--- src/rtl/res_pipe.sv ---
// Three-stage modular subtractor res = dataS - dataA (mod 2^WIDTH), split into low/high halves.
// Define RES_PIPE_BORROW_EN to add the borrow_dd output (dataS < dataA as unsigned).
module res_pipe #(
  parameter int WIDTH = 4,
  parameter int IDX_W = 4
) (
  input  logic             clk,
  input  logic             reset_L,
  input  logic             valid_in,
  input  logic [IDX_W-1:0] idx,
  input  logic [WIDTH-1:0] dataS,
  input  logic [WIDTH-1:0] dataA,
  output logic             valid_out,
  output logic [IDX_W-1:0] idx_dd,
  output logic [WIDTH-1:0] res_dd
`ifdef RES_PIPE_BORROW_EN
  ,
  output logic             borrow_dd
`endif
);

  localparam int H = WIDTH / 2;
`ifdef RES_PIPE_BORROW_EN
  localparam int HD = H + 1;
`else
  // Without the borrow output the high-half borrow bit has no consumer.
  localparam int HD = H;
`endif

  logic [H:0]       lo_diff;
  logic [HD-1:0]    hi_diff;

  logic             v1_q, v1_d;
  logic [H-1:0]     lo1_q, lo1_d;
  logic             brw1_q, brw1_d;
  logic [H-1:0]     s_hi1_q, s_hi1_d;
  logic [H-1:0]     a_hi1_q, a_hi1_d;
  logic [IDX_W-1:0] idx1_q, idx1_d;

  logic             v2_q, v2_d;
  logic [WIDTH-1:0] res2_q, res2_d;
  logic [IDX_W-1:0] idx2_q, idx2_d;

  logic             v3_q, v3_d;
  logic [WIDTH-1:0] res3_q, res3_d;
  logic [IDX_W-1:0] idx3_q, idx3_d;

`ifdef RES_PIPE_BORROW_EN
  logic             brw2_q, brw2_d;
  logic             brw3_q, brw3_d;
`endif

  always_comb begin
    // Top bit of the (H+1)-bit difference is the borrow out of the low half.
    lo_diff  = {1'b0, dataS[H-1:0]} - {1'b0, dataA[H-1:0]};
    v1_d     = valid_in;
    lo1_d    = lo1_q;
    brw1_d   = brw1_q;
    s_hi1_d  = s_hi1_q;
    a_hi1_d  = a_hi1_q;
    idx1_d   = idx1_q;
    if (valid_in) begin
      lo1_d   = lo_diff[H-1:0];
      brw1_d  = lo_diff[H];
      s_hi1_d = dataS[WIDTH-1:H];
      a_hi1_d = dataA[WIDTH-1:H];
      idx1_d  = idx;
    end
  end

  always_comb begin
    hi_diff = HD'(s_hi1_q) - HD'(a_hi1_q) - HD'(brw1_q);
    v2_d    = v1_q;
    res2_d  = res2_q;
    idx2_d  = idx2_q;
`ifdef RES_PIPE_BORROW_EN
    brw2_d  = brw2_q;
`endif
    if (v1_q) begin
      res2_d = {hi_diff[H-1:0], lo1_q};
      idx2_d = idx1_q;
`ifdef RES_PIPE_BORROW_EN
      brw2_d = hi_diff[H];
`endif
    end
  end

  always_comb begin
    v3_d   = v2_q;
    res3_d = res3_q;
    idx3_d = idx3_q;
`ifdef RES_PIPE_BORROW_EN
    brw3_d = brw3_q;
`endif
    if (v2_q) begin
      res3_d = res2_q;
      idx3_d = idx2_q;
`ifdef RES_PIPE_BORROW_EN
      brw3_d = brw2_q;
`endif
    end
  end

  always_ff @(posedge clk or negedge reset_L) begin
    if (!reset_L) begin
      v1_q    <= 1'b0;
      lo1_q   <= '0;
      brw1_q  <= 1'b0;
      s_hi1_q <= '0;
      a_hi1_q <= '0;
      idx1_q  <= '0;
      v2_q    <= 1'b0;
      res2_q  <= '0;
      idx2_q  <= '0;
      v3_q    <= 1'b0;
      res3_q  <= '0;
      idx3_q  <= '0;
`ifdef RES_PIPE_BORROW_EN
      brw2_q  <= 1'b0;
      brw3_q  <= 1'b0;
`endif
    end else begin
      v1_q    <= v1_d;
      lo1_q   <= lo1_d;
      brw1_q  <= brw1_d;
      s_hi1_q <= s_hi1_d;
      a_hi1_q <= a_hi1_d;
      idx1_q  <= idx1_d;
      v2_q    <= v2_d;
      res2_q  <= res2_d;
      idx2_q  <= idx2_d;
      v3_q    <= v3_d;
      res3_q  <= res3_d;
      idx3_q  <= idx3_d;
`ifdef RES_PIPE_BORROW_EN
      brw2_q  <= brw2_d;
      brw3_q  <= brw3_d;
`endif
    end
  end

  assign valid_out = v3_q;
  assign idx_dd    = idx3_q;
  assign res_dd    = res3_q;
`ifdef RES_PIPE_BORROW_EN
  assign borrow_dd = brw3_q;
`endif

endmodule

--- config.mk ---
export PLATFORM = sky130hd
export DESIGN_NAME = res_pipe
export DESIGN_NICKNAME = d
export VERILOG_FILES = /design/src/rtl/res_pipe.sv
export SDC_FILE = /design/constraint.sdc
export NUM_CORES = 1
export LEC_CHECK = 0
export ABC_AREA = 1
export BUFFER_PORTS_ARGS = -buffer_cell sky130_fd_sc_hd__buf_2
export CORE_ASPECT_RATIO = 1.4
export CORE_UTILIZATION = 51
export DETAILED_ROUTE_END_ITERATION = 6
export PLACE_DENSITY = 0.73
export SYNTH_ARGS = -nofsm -noshare
export SYNTH_HDL_FRONTEND = slang
export SYNTH_SLANG_ARGS = --single-unit
--- constraint.sdc ---
create_clock -name clk -period 3.24 [get_ports clk]
set_input_delay 0.162 -clock clk [delete_from_list [all_inputs] [get_ports clk]]
set_output_delay 0.162 -clock clk [all_outputs]
set_load 0.02 [all_outputs]
==> results of run 1 <==
[path summary, 6_finish.rpt]
check | startpoint | end | slack (ns)
min in group asynchronous | reset_L | res_dd[1] | 0.39
max | brw1_q | res2_q[3] | 2.06
max in group asynchronous | reset_L | idx_dd[3] | 2.42
min reg2reg | idx2_q[3] | idx2_q[3] | 0.48
max reg2reg | brw1_q | res2_q[3] | 2.06
min | idx[2] | idx1_q[2] | 0.04
[registers in the layout, indices dropped and copies added, names as in the netlist]
name       count
v2_q           1
valid_out      1
brw1_q         1
res_dd         4
v1_q           1
a_hi1_q        2
res2_q         4
idx_dd         4
idx1_q         4
s_hi1_q        2
lo1_q          2
idx2_q         4
[worst max-delay path: cells and delay by family (launching register included)]
kind                       cells  cell delay (ns)
buffers and inverters          1             0.06
DFF                            1             0.42
and+or+nand+nor                3             0.17
adders and majority gates      1             0.44
[cell usage after synthesis, drive strengths merged]
| cell | count | area [um^2] |
|---|---|---|
| nor2 | 4 | 15.0 |
| nand3 | 2 | 10.0 |
| o21ai | 12 | 60.1 |
| fa | 2 | 40.0 |
| nand2 | 36 | 135 |
| dfrtp | 30 | 751 |
| mux2 | 4 | 52.6 |
| buf | 3 | 23.8 |
| a21oi | 4 | 20.0 |
| inv | 13 | 48.8 |
| ha | 1 | 12.5 |
[per-layer routing]
metal / track usage, % / vias up / wire length, um
li1: - / 398 / -
met4: 10.7 / 0 / 45
met1: 17.9 / 361 / 706
met3: 7.36 / 6 / 97
met2: 30.1 / 28 / 915
met5: 0 / - / 0
[power groups by stage]
| stage | registers (mW) | logic (mW) | clock network (mW) |
|---|---|---|---|
| 6_report | 0.445 | 0.120 | 0.224 |
| 5_1_grt | 0.452 | 0.136 | 0.251 |
| 4_1_cts | 0.446 | 0.122 | 0.232 |
| 3_5_place_dp | 0.454 | 0.121 | 0 |
| 3_3_place_gp | 0.451 | 0.117 | 0 |
| 2_1_floorplan | 0.470 | 0.0592 | 0 |
[stage by stage]
step                utilization, %  area [um^2]  std cells  power [mW]  worst slack, ns
CTS                           62.4         1360        162       0.801             2.05
finish                        62.4         1360        162       0.790             2.06
global placement              59.1         1290        153       0.568             2.11
global route                  62.4         1360        162       0.839             2.00
detailed placement            59.1         1290        153       0.574             2.06
floorplan                        -         1170        111       0.529             2.13
[area by class of cell]
class	count	area (um^2)
Multi-Input combinational cell	65	345
Timing Repair Buffer	24	125
Sequential cell	30	751
Tap cell	22	27.5
Clock inverter	1	5.00
Fill cell	185	820
Inverter	13	48.8
Clock buffer	7	55.1
[kinds of logic (layout without fill, tap and decap cells)]
logic type               after synthesis  in the layout  share of synthesized area, %
multiplexers                           4              4                          4.50
AO/OA/AOI/OAI                         16             16                          6.85
adder cells (fa/ha/maj)                3              3                          4.50
flip-flops                            30             30                          64.2
buffers and inverters                 16             45                          6.21
AND/OR/NAND/NOR                       42             42                          13.7
==> qor.json, run 1 <==
{
  "setup-violations-final": {"value": 0},
  "clk_pin_slew": {"value": 0.09, "unit": "ns"},
  "type_of_origin_of_the_critical_path": {"value": "flip-flop"},
  "final_common_cell": {"value": "nand2_1"},
  "cts_inserted_buffers": {"value": 5},
  "critical-path-top-cell-by-count": {"value": "nand2_1"},
  "floorplan.core_area": {"value": 0.00218, "unit": "mm^2"},
  "p_sw_share": {"value": 27.1, "unit": "%"},
  "p_sw": {"value": 0.214, "unit": "mW"},
  "grt_max_degree": {"value": 31},
  "fp.dieArea": {"value": 0.00249, "unit": "mm^2"},
  "worstPathCellList": {"value": "fa_1 > inv_1 > nand2_1 > nand3_1 > nand2_1"},
  "std_cell_rows": {"value": 20},
  "slew_viol_final": {"value": 0},
  "peak_supply_drop": {"value": 0.000402, "unit": "V"},
  "gp_congestion": {"value": 0.747},
  "route.detailed.drc": {"value": 0},
  "number_of_search_and_repair_iterations_in_the_first_detailed_routing_pass": {"value": 4},
  "cp-end-kind": {"value": "flip-flop"},
  "first_global_vias": {"value": 781},
  "via_count": {"value": 793},
  "synth_sequential_area_ratio": {"value": 64.2, "unit": "%"},
  "synthToLayoutAreaGrowth": {"value": 16.2, "unit": "%"},
  "cp.required": {"value": 3.46, "unit": "ns"},
  "port_buffers": {"value": 23},
  "power_per_cell_area": {"value": 582, "unit": "mW/mm^2"},
  "cts-htree-levels": {"value": 2},
  "wirelength": {"value": 1.77, "unit": "mm"},
  "drt-initial-drc-count": {"value": 25},
  "finalNetCount": {"value": 157},
  "max_slew_headroom_at_the_worst_pin": {"value": 57.9, "unit": "%"},
  "layout.cells.most_common_list": {"value": "nand2_1 (36), dfrtp_1 (30), buf_2 (23), inv_1 (12), o21ai_0 (12)"},
  "drt-vias-per-instance": {"value": 4.90},
  "cp.arrival": {"value": 1.40, "unit": "ns"},
  "postSynthAreaPerCell": {"value": 10.5, "unit": "um^2"},
  "critical-path-slowest-cell": {"value": "fa_1"},
  "timing.final.crit_share": {"value": 36.4, "unit": "%"},
  "clk-insertion-delay-late": {"value": 0.32, "unit": "ns"},
  "grt_use_total": {"value": 17.7, "unit": "%"},
  "outcome": {"value": "complete, no violations"},
  "synth_cells": {"value": 111},
  "comb_power_share": {"value": 15.2, "unit": "%"},
  "antenna-diode-count": {"value": 0},
  "clk_sinks": {"value": 30},
  "grt_antenna_before_repair": {"value": 0},
  "hold_slack": {"value": 0.0375, "unit": "ns"},
  "final-hold-violation-count": {"value": 0},
  "cts_max_path_buffers": {"value": 2},
  "min_path_type": {"value": "input port to flip-flop"},
  "finClkSkew": {"value": 0.00857, "unit": "ns"},
  "finalWorstPathRequiredPeriod": {"value": 1.18, "unit": "ns"},
  "hold_depth": {"value": 3},
  "wire_per_inst": {"value": 10.9, "unit": "um"},
  "cts.root.buffer_cell": {"value": "clkbuf_4"},
  "io_count": {"value": 24},
  "holdBufCountCts": {"value": 1},
  "p_int": {"value": 0.576, "unit": "mW"},
  "netlist_area": {"value": 0.00117, "unit": "mm^2"},
  "worst_pin_slew": {"value": 0.632, "unit": "ns"},
  "share_of_post_route_cells_with_drive_strength_above_1": {"value": 25.0, "unit": "%"},
  "crit_type": {"value": "flip-flop to flip-flop"},
  "cts_post_setup_buffers_inserted": {"value": 0},
  "syn-num-nets": {"value": 129},
  "grt_first_pass_wirelength": {"value": 3.11, "unit": "mm"},
  "cap_viol_max_count": {"value": 0},
  "grt_overflow_total": {"value": 0},
  "floorplan.die.height": {"value": 58.6, "unit": "um"},
  "worst-path-max-fanout": {"value": 2},
  "die-width": {"value": 42.5, "unit": "um"},
  "worstRegToRegCells": {"value": 5},
  "ys_types": {"value": 15},
  "share_seq_of_total_power": {"value": 56.4, "unit": "%"},
  "clock_power_share": {"value": 28.4, "unit": "%"},
  "initial_core_util": {"value": 53.7, "unit": "%"},
  "max_clk_rate": {"value": 847, "unit": "MHz"},
  "tritoncts_clock_tree": {"value": "done"},
  "post_cts_resize_count": {"value": 0},
  "yosys_warnings": {"value": 0},
  "critical-path-max-stage-delay": {"value": 0.44, "unit": "ns"},
  "dp_hpwl": {"value": 1.27, "unit": "mm"},
  "grt_setup_unrepaired": {"value": "no"},
  "postSynthRegisterBits": {"value": 30},
  "fin_tns_setup": {"value": 0, "unit": "ns"},
  "total_leakage_power": {"value": 0.728, "unit": "nW"},
  "ant_nets": {"value": 0}
}
No activity file was read; power rests on OpenSTA's default activity.
==> run 2: changes to the inputs <==
==> constraint.sdc (replaced) <==
create_clock -name clk -period 1.2 [get_ports clk]
set_input_delay 0.06 -clock clk [delete_from_list [all_inputs] [get_ports clk]]
set_output_delay 0.06 -clock clk [all_outputs]
set_load 0.02 [all_outputs]
==> qor.json, run 2 (same netlist as run 1, synthesis figures left out) <==
{
  "number_of_search_and_repair_iterations_in_the_first_detailed_routing_pass": {"value": 4},
  "type_of_origin_of_the_critical_path": {"value": "flip-flop"},
  "layout.cells.most_common_list": {"value": "nand2_1 (36), dfrtp_1 (30), buf_2 (23), inv_1 (12), o21ai_0 (11)"},
  "p_int": {"value": 1.58, "unit": "mW"},
  "initial_core_util": {"value": 53.7, "unit": "%"},
  "dp_hpwl": {"value": 1.25, "unit": "mm"},
  "port_buffers": {"value": 23},
  "timing.final.crit_share": {"value": 95.6, "unit": "%"},
  "critPathBufInv": {"value": 1},
  "final_common_cell": {"value": "nand2_1"},
  "final-hold-violation-count": {"value": 0},
  "cap_viol_max_count": {"value": 0},
  "antenna-diode-count": {"value": 0},
  "power_per_cell_area": {"value": 1490, "unit": "mW/mm^2"},
  "setup.reg_to_reg.worst_slack": {"value": 0.05, "unit": "ns"},
  "via_count": {"value": 816},
  "worstReg2RegEnd": {"value": "res2_q[3]"},
  "drt-initial-drc-count": {"value": 19},
  "p_sw_share": {"value": 27.3, "unit": "%"},
  "clk_pin_slew": {"value": 0.09, "unit": "ns"},
  "outcome": {"value": "complete, no violations"},
  "crit_type": {"value": "flip-flop to flip-flop"},
  "fp.dieArea": {"value": 0.00249, "unit": "mm^2"},
  "cp.required": {"value": 1.43, "unit": "ns"},
  "critical-path-top-cell-by-count": {"value": "nand2_1"},
  "clk_sinks": {"value": 30},
  "setup-violations-final": {"value": 0},
  "grt_overflow_total": {"value": 0},
  "worstRegToRegCells": {"value": 5},
  "regToRegStartpoint": {"value": "brw1_q"},
  "comb_power_share": {"value": 16.5, "unit": "%"},
  "top_delay_family_on_crit_path": {"value": "flip-flops"},
  "total_leakage_power": {"value": 0.769, "unit": "nW"},
  "grt_setup_unrepaired": {"value": "no"},
  "cts_post_setup_buffers_inserted": {"value": 0},
  "finalNetCount": {"value": 167},
  "cp-end-kind": {"value": "flip-flop"},
  "worstPathCellList": {"value": "fa_2 > inv_1 > nand2_1 > nand3_1 > nand2_1"},
  "drt-vias-per-instance": {"value": 4.74},
  "detailed_place.area": {"value": 0.00129, "unit": "mm^2"},
  "pre_cts_slack": {"value": 0.0184, "unit": "ns"},
  "finalCoreUtilization": {"value": 67.0, "unit": "%"},
  "clock_power_share": {"value": 28.1, "unit": "%"},
  "hold_depth": {"value": 3},
  "worst_pin_slew": {"value": 0.633, "unit": "ns"},
  "cp.arrival": {"value": 1.37, "unit": "ns"},
  "std_cell_rows": {"value": 20},
  "cts-htree-levels": {"value": 2},
  "whs_endpoint": {"value": "lo1_q[0]"},
  "die-width": {"value": 42.5, "unit": "um"},
  "finalWorstPathRequiredPeriod": {"value": 1.15, "unit": "ns"},
  "io_count": {"value": 24},
  "first_global_vias": {"value": 826},
  "grt_use_total": {"value": 19.7, "unit": "%"},
  "finalWorstSetupSlack": {"value": 0.0532, "unit": "ns"},
  "tritoncts_clock_tree": {"value": "done"},
  "grt_max_degree": {"value": 31},
  "critical-path-max-stage-delay": {"value": 0.42, "unit": "ns"},
  "hold_slack": {"value": 0.0551, "unit": "ns"},
  "slew_viol_final": {"value": 0},
  "worst-path-max-fanout": {"value": 2},
  "share_seq_of_total_power": {"value": 55.4, "unit": "%"},
  "route.detailed.drc": {"value": 0},
  "floorplan.core_area": {"value": 0.00218, "unit": "mm^2"},
  "max_slew_headroom_at_the_worst_pin": {"value": 57.8, "unit": "%"},
  "wire_per_inst": {"value": 11.2, "unit": "um"},
  "peak_supply_drop": {"value": 0.000790, "unit": "V"},
  "finClkSkew": {"value": 0.00869, "unit": "ns"},
  "cts.root.buffer_cell": {"value": "clkbuf_4"},
  "p_sw": {"value": 0.591, "unit": "mW"},
  "hold_path_startpoint": {"value": "dataA[0]"},
  "min_path_type": {"value": "input port to flip-flop"},
  "cts_inserted_buffers": {"value": 5},
  "grt_first_pass_wirelength": {"value": 3.47, "unit": "mm"},
  "fin_tns_setup": {"value": 0, "unit": "ns"},
  "wirelength": {"value": 1.92, "unit": "mm"},
  "floorplan.die.height": {"value": 58.6, "unit": "um"},
  "max_clk_rate": {"value": 872, "unit": "MHz"},
  "critical-path-slowest-cell": {"value": "dfrtp_1"},
  "synthToLayoutAreaGrowth": {"value": 24.7, "unit": "%"},
  "ant_nets": {"value": 0},
  "share_of_post_route_cells_with_drive_strength_above_1": {"value": 24.7, "unit": "%"},
  "gp_congestion": {"value": 0.747},
  "clk-insertion-delay-late": {"value": 0.33, "unit": "ns"},
  "grt_antenna_before_repair": {"value": 0},
  "cts_max_path_buffers": {"value": 2},
  "final_design_area_no_fill": {"value": 0.00146, "unit": "mm^2"}
}
==> run 2: changes by cell type in the layout (fill, tap and decap cells not counted), sizes merged <==
cell and change:
dlygate4sd3 +9, buf +1
==> run 2: what timing repair did <==
action                                 CTS  global route
setup endpoints to repair                1             1
hold buffers                            10             0
resized for setup                        1             1
endpoints found under the hold margin   39             0
==> run 2: layer usage <==
layer,GRT usage (%),share of wire [%],vias up
met4,10.7,2.8,0
met2,31.9,49,23
met5,0,0,-
met1,21.8,43,369
li1,-,-,418
met3,8.59,5.5,6
==> run 2: worst max-delay path by stage <==
| stage | slack (ns) | from | cells after the start | end |
|---|---|---|---|---|
| after detailed placement | 0.02 | brw1_q | 5 | res2_q[3] |
| after floorplan | 0.09 | brw1_q | 5 | res2_q[3] |
| after global placement | 0.06 | brw1_q | 5 | res2_q[3] |
| after global routing | 0.009 | brw1_q | 5 | res2_q[3] |
| after CTS | 0.05 | brw1_q | 2 | res2_q[2] |
| final | 0.05 | brw1_q | 5 | res2_q[3] |
==> run 2: power groups by stage <==
stage	Clock [mW]	Combinational, mW	Sequential [mW]
final	0.610	0.357	1.20
after global routing	0.679	0.408	1.22
after CTS	0.636	0.358	1.20
after detailed placement	0	0.332	1.22
after global placement	0	0.320	1.22
after floorplan	0	0.160	1.27
==> run 2: final cells by class <==
type                            instances  area, um^2
Sequential cell                        30         751
Multi-Input combinational cell         65         348
Tap cell                               22        27.5
Clock buffer                            7        55.1
Inverter                               13        48.8
Fill cell                             174         719
Timing Repair Buffer                   34         223
Clock inverter                          1        5.00
==> run 2: worst register-to-register path, delay by kind of cell (launching register included) <==
kind          cells  cell delay (ns)
buf+inv           1             0.07
flops             1             0.42
fa+ha+maj         1             0.41
simple gates      3             0.16
==> run 2: per-stage QoR <==
step | power, mW | std cells
2_1_floorplan | 1.43 | 111
3_3_place_gp | 1.54 | 154
3_5_place_dp | 1.56 | 154
4_1_cts | 2.20 | 172
5_1_grt | 2.31 | 172
6_report | 2.17 | 172
==> run 3: changes to the inputs <==
--- a/config.mk
+++ b/config.mk
@@ -7,10 +7,13 @@
 export LEC_CHECK = 0
 export ABC_AREA = 1
 export BUFFER_PORTS_ARGS = -buffer_cell sky130_fd_sc_hd__buf_2
+export CELL_PAD_IN_SITES_DETAIL_PLACEMENT = 1
+export CELL_PAD_IN_SITES_GLOBAL_PLACEMENT = 2
 export CORE_ASPECT_RATIO = 1.4
-export CORE_UTILIZATION = 51
+export CORE_UTILIZATION = 25
 export DETAILED_ROUTE_END_ITERATION = 6
-export PLACE_DENSITY = 0.73
+export GPL_TIMING_DRIVEN = 0
+export PLACE_DENSITY = 0.59
 export SYNTH_ARGS = -nofsm -noshare
 export SYNTH_HDL_FRONTEND = slang
 export SYNTH_SLANG_ARGS = --single-unit
==> qor.json, run 3 (same netlist as run 1, synthesis figures left out) <==
{
  "grt_antenna_before_repair": {"value": 0},
  "share_seq_of_total_power": {"value": 50.1, "unit": "%"},
  "finalNetCount": {"value": 168},
  "finalWorstPathRequiredPeriod": {"value": 1.13, "unit": "ns"},
  "clock_power_share": {"value": 34.4, "unit": "%"},
  "min_path_type": {"value": "input port to flip-flop"},
  "floorplan.core_area": {"value": 0.00450, "unit": "mm^2"},
  "synthToLayoutAreaGrowth": {"value": 32.2, "unit": "%"},
  "initial_core_util": {"value": 26.0, "unit": "%"},
  "number_of_search_and_repair_iterations_in_the_first_detailed_routing_pass": {"value": 4},
  "type_of_origin_of_the_critical_path": {"value": "flip-flop"},
  "final_common_cell": {"value": "nand2_1"},
  "die-width": {"value": 59.8, "unit": "um"},
  "layout.cells.most_common_list": {"value": "nand2_1 (36), dfrtp_1 (30), buf_2 (24), inv_1 (11), o21ai_0 (11)"},
  "worst-path-max-fanout": {"value": 2},
  "grt_max_degree": {"value": 31},
  "max_clk_rate": {"value": 887, "unit": "MHz"},
  "totalPowerFinal": {"value": 2.39, "unit": "mW"},
  "dp.cells": {"value": 196},
  "total_leakage_power": {"value": 0.787, "unit": "nW"},
  "final_design_area_no_fill": {"value": 0.00155, "unit": "mm^2"},
  "clk_pin_slew": {"value": 0.06, "unit": "ns"},
  "worst_pin_slew": {"value": 0.669, "unit": "ns"},
  "crit_type": {"value": "flip-flop to flip-flop"},
  "final_cells": {"value": 213},
  "floorplan.die.height": {"value": 82.9, "unit": "um"},
  "final-hold-violation-count": {"value": 0},
  "share_of_post_route_cells_with_drive_strength_above_1": {"value": 26.5, "unit": "%"},
  "port_buffers": {"value": 23},
  "comb_power_share": {"value": 15.5, "unit": "%"},
  "fin_tns_setup": {"value": 0, "unit": "ns"},
  "io_count": {"value": 24},
  "route.detailed.drc": {"value": 0},
  "tritoncts_clock_tree": {"value": "done"},
  "fp.dieArea": {"value": 0.00496, "unit": "mm^2"},
  "regToRegStartpoint": {"value": "a_hi1_q[0]"},
  "finClkSkew": {"value": 0.00438, "unit": "ns"},
  "cp-end-kind": {"value": "flip-flop"},
  "peak_supply_drop": {"value": 0.000406, "unit": "V"},
  "worstSetupStartpoint": {"value": "a_hi1_q[0]"},
  "grt_setup_unrepaired": {"value": "no"},
  "hold_path_startpoint": {"value": "dataS[3]"},
  "cts-htree-levels": {"value": 2},
  "power_per_cell_area": {"value": 1550, "unit": "mW/mm^2"},
  "p_sw": {"value": 0.626, "unit": "mW"},
  "wirelength": {"value": 2.19, "unit": "mm"},
  "cts_inserted_buffers": {"value": 5},
  "cts_post_setup_buffers_inserted": {"value": 0},
  "first_global_vias": {"value": 847},
  "dp_hpwl": {"value": 1.58, "unit": "mm"},
  "finalWorstSetupSlack": {"value": 0.0728, "unit": "ns"},
  "cts_max_path_buffers": {"value": 2},
  "ant_nets": {"value": 0},
  "antenna-diode-count": {"value": 0},
  "std_cell_rows": {"value": 29},
  "via_count": {"value": 824},
  "timing.final.crit_share": {"value": 93.9, "unit": "%"},
  "finalCoreUtilization": {"value": 34.3, "unit": "%"},
  "hold_slack": {"value": 0.0117, "unit": "ns"},
  "grt_first_pass_wirelength": {"value": 3.76, "unit": "mm"},
  "p_sw_share": {"value": 26.2, "unit": "%"},
  "clk_sinks": {"value": 30},
  "detailed_place.area": {"value": 0.00136, "unit": "mm^2"},
  "drt-initial-drc-count": {"value": 21},
  "gp_congestion": {"value": 0.674},
  "cap_viol_max_count": {"value": 0},
  "slew_viol_final": {"value": 0},
  "pre_cts_slack": {"value": -0.00381, "unit": "ns"},
  "wire_per_inst": {"value": 10.3, "unit": "um"},
  "fillCellCount": {"value": 546},
  "cts.root.buffer_cell": {"value": "clkbuf_8"},
  "grt_overflow_total": {"value": 0},
  "cp.arrival": {"value": 1.30, "unit": "ns"},
  "outcome": {"value": "complete, no violations"},
  "clk-insertion-delay-late": {"value": 0.28, "unit": "ns"},
  "max_slew_headroom_at_the_worst_pin": {"value": 55.4, "unit": "%"},
  "grt_use_total": {"value": 10.7, "unit": "%"},
  "p_int": {"value": 1.76, "unit": "mW"},
  "cp.required": {"value": 1.37, "unit": "ns"},
  "drt-vias-per-instance": {"value": 3.87},
  "setup-violations-final": {"value": 0}
}
-- run 3: worst max-delay path: stages, from the launching register on --
cell	delay [ns]
dfrtp_1	0.40
fa_2	0.56
o21ai_1	0.06
-- run 3: repair_timing --
action                                  CTS  global route
endpoints found under the hold margin    38             0
hold buffers                              9             0
gates resized for setup                   1             2
endpoints found under the setup margin    1             2
pin swaps                                 0             1
-- run 3: routing by layer --
metal	vias to the layer above	share of wire, %	global-route usage, %
li1	422	-	-
met1	378	41	10.6
met2	19	51	17.7
met3	5	3.8	3.74
met4	0	3.6	7.61
met5	-	0	0
-- run 3: power groups by stage --
| stage | clock network (mW) | registers [mW] | logic [mW] |
|---|---|---|---|
| after global routing | 0.915 | 1.21 | 0.420 |
| after floorplan | 0 | 1.27 | 0.160 |
| after CTS | 0.866 | 1.20 | 0.378 |
| after global placement | 0 | 1.21 | 0.341 |
| final | 0.821 | 1.20 | 0.370 |
| after detailed placement | 0 | 1.22 | 0.354 |
-- run 3: area by class of cell --
cell class	count	area (um^2)	share of cell area, %
buffer	3	23.8	1.54
clock buffer	7	86.3	5.59
clock inverter	1	5.00	0.324
inverter	13	48.8	3.16
multi-input combinational	65	348	22.5
sequential	30	751	48.6
tap	62	77.6	5.02
timing repair buffer	32	205	13.3
-- run 3: path summary, 6_finish.rpt --
path / endpoint / slack, ns / cells past startpoint
min in group asynchronous: res_dd[0] / 0.35 / 2
max in group asynchronous: valid_out / 0.41 / 2
max: res2_q[2] / 0.07 / 2
max reg2reg: res2_q[2] / 0.07 / 2
min reg2reg: v2_q / 0.39 / 0
min: s_hi1_q[1] / 0.01 / 3
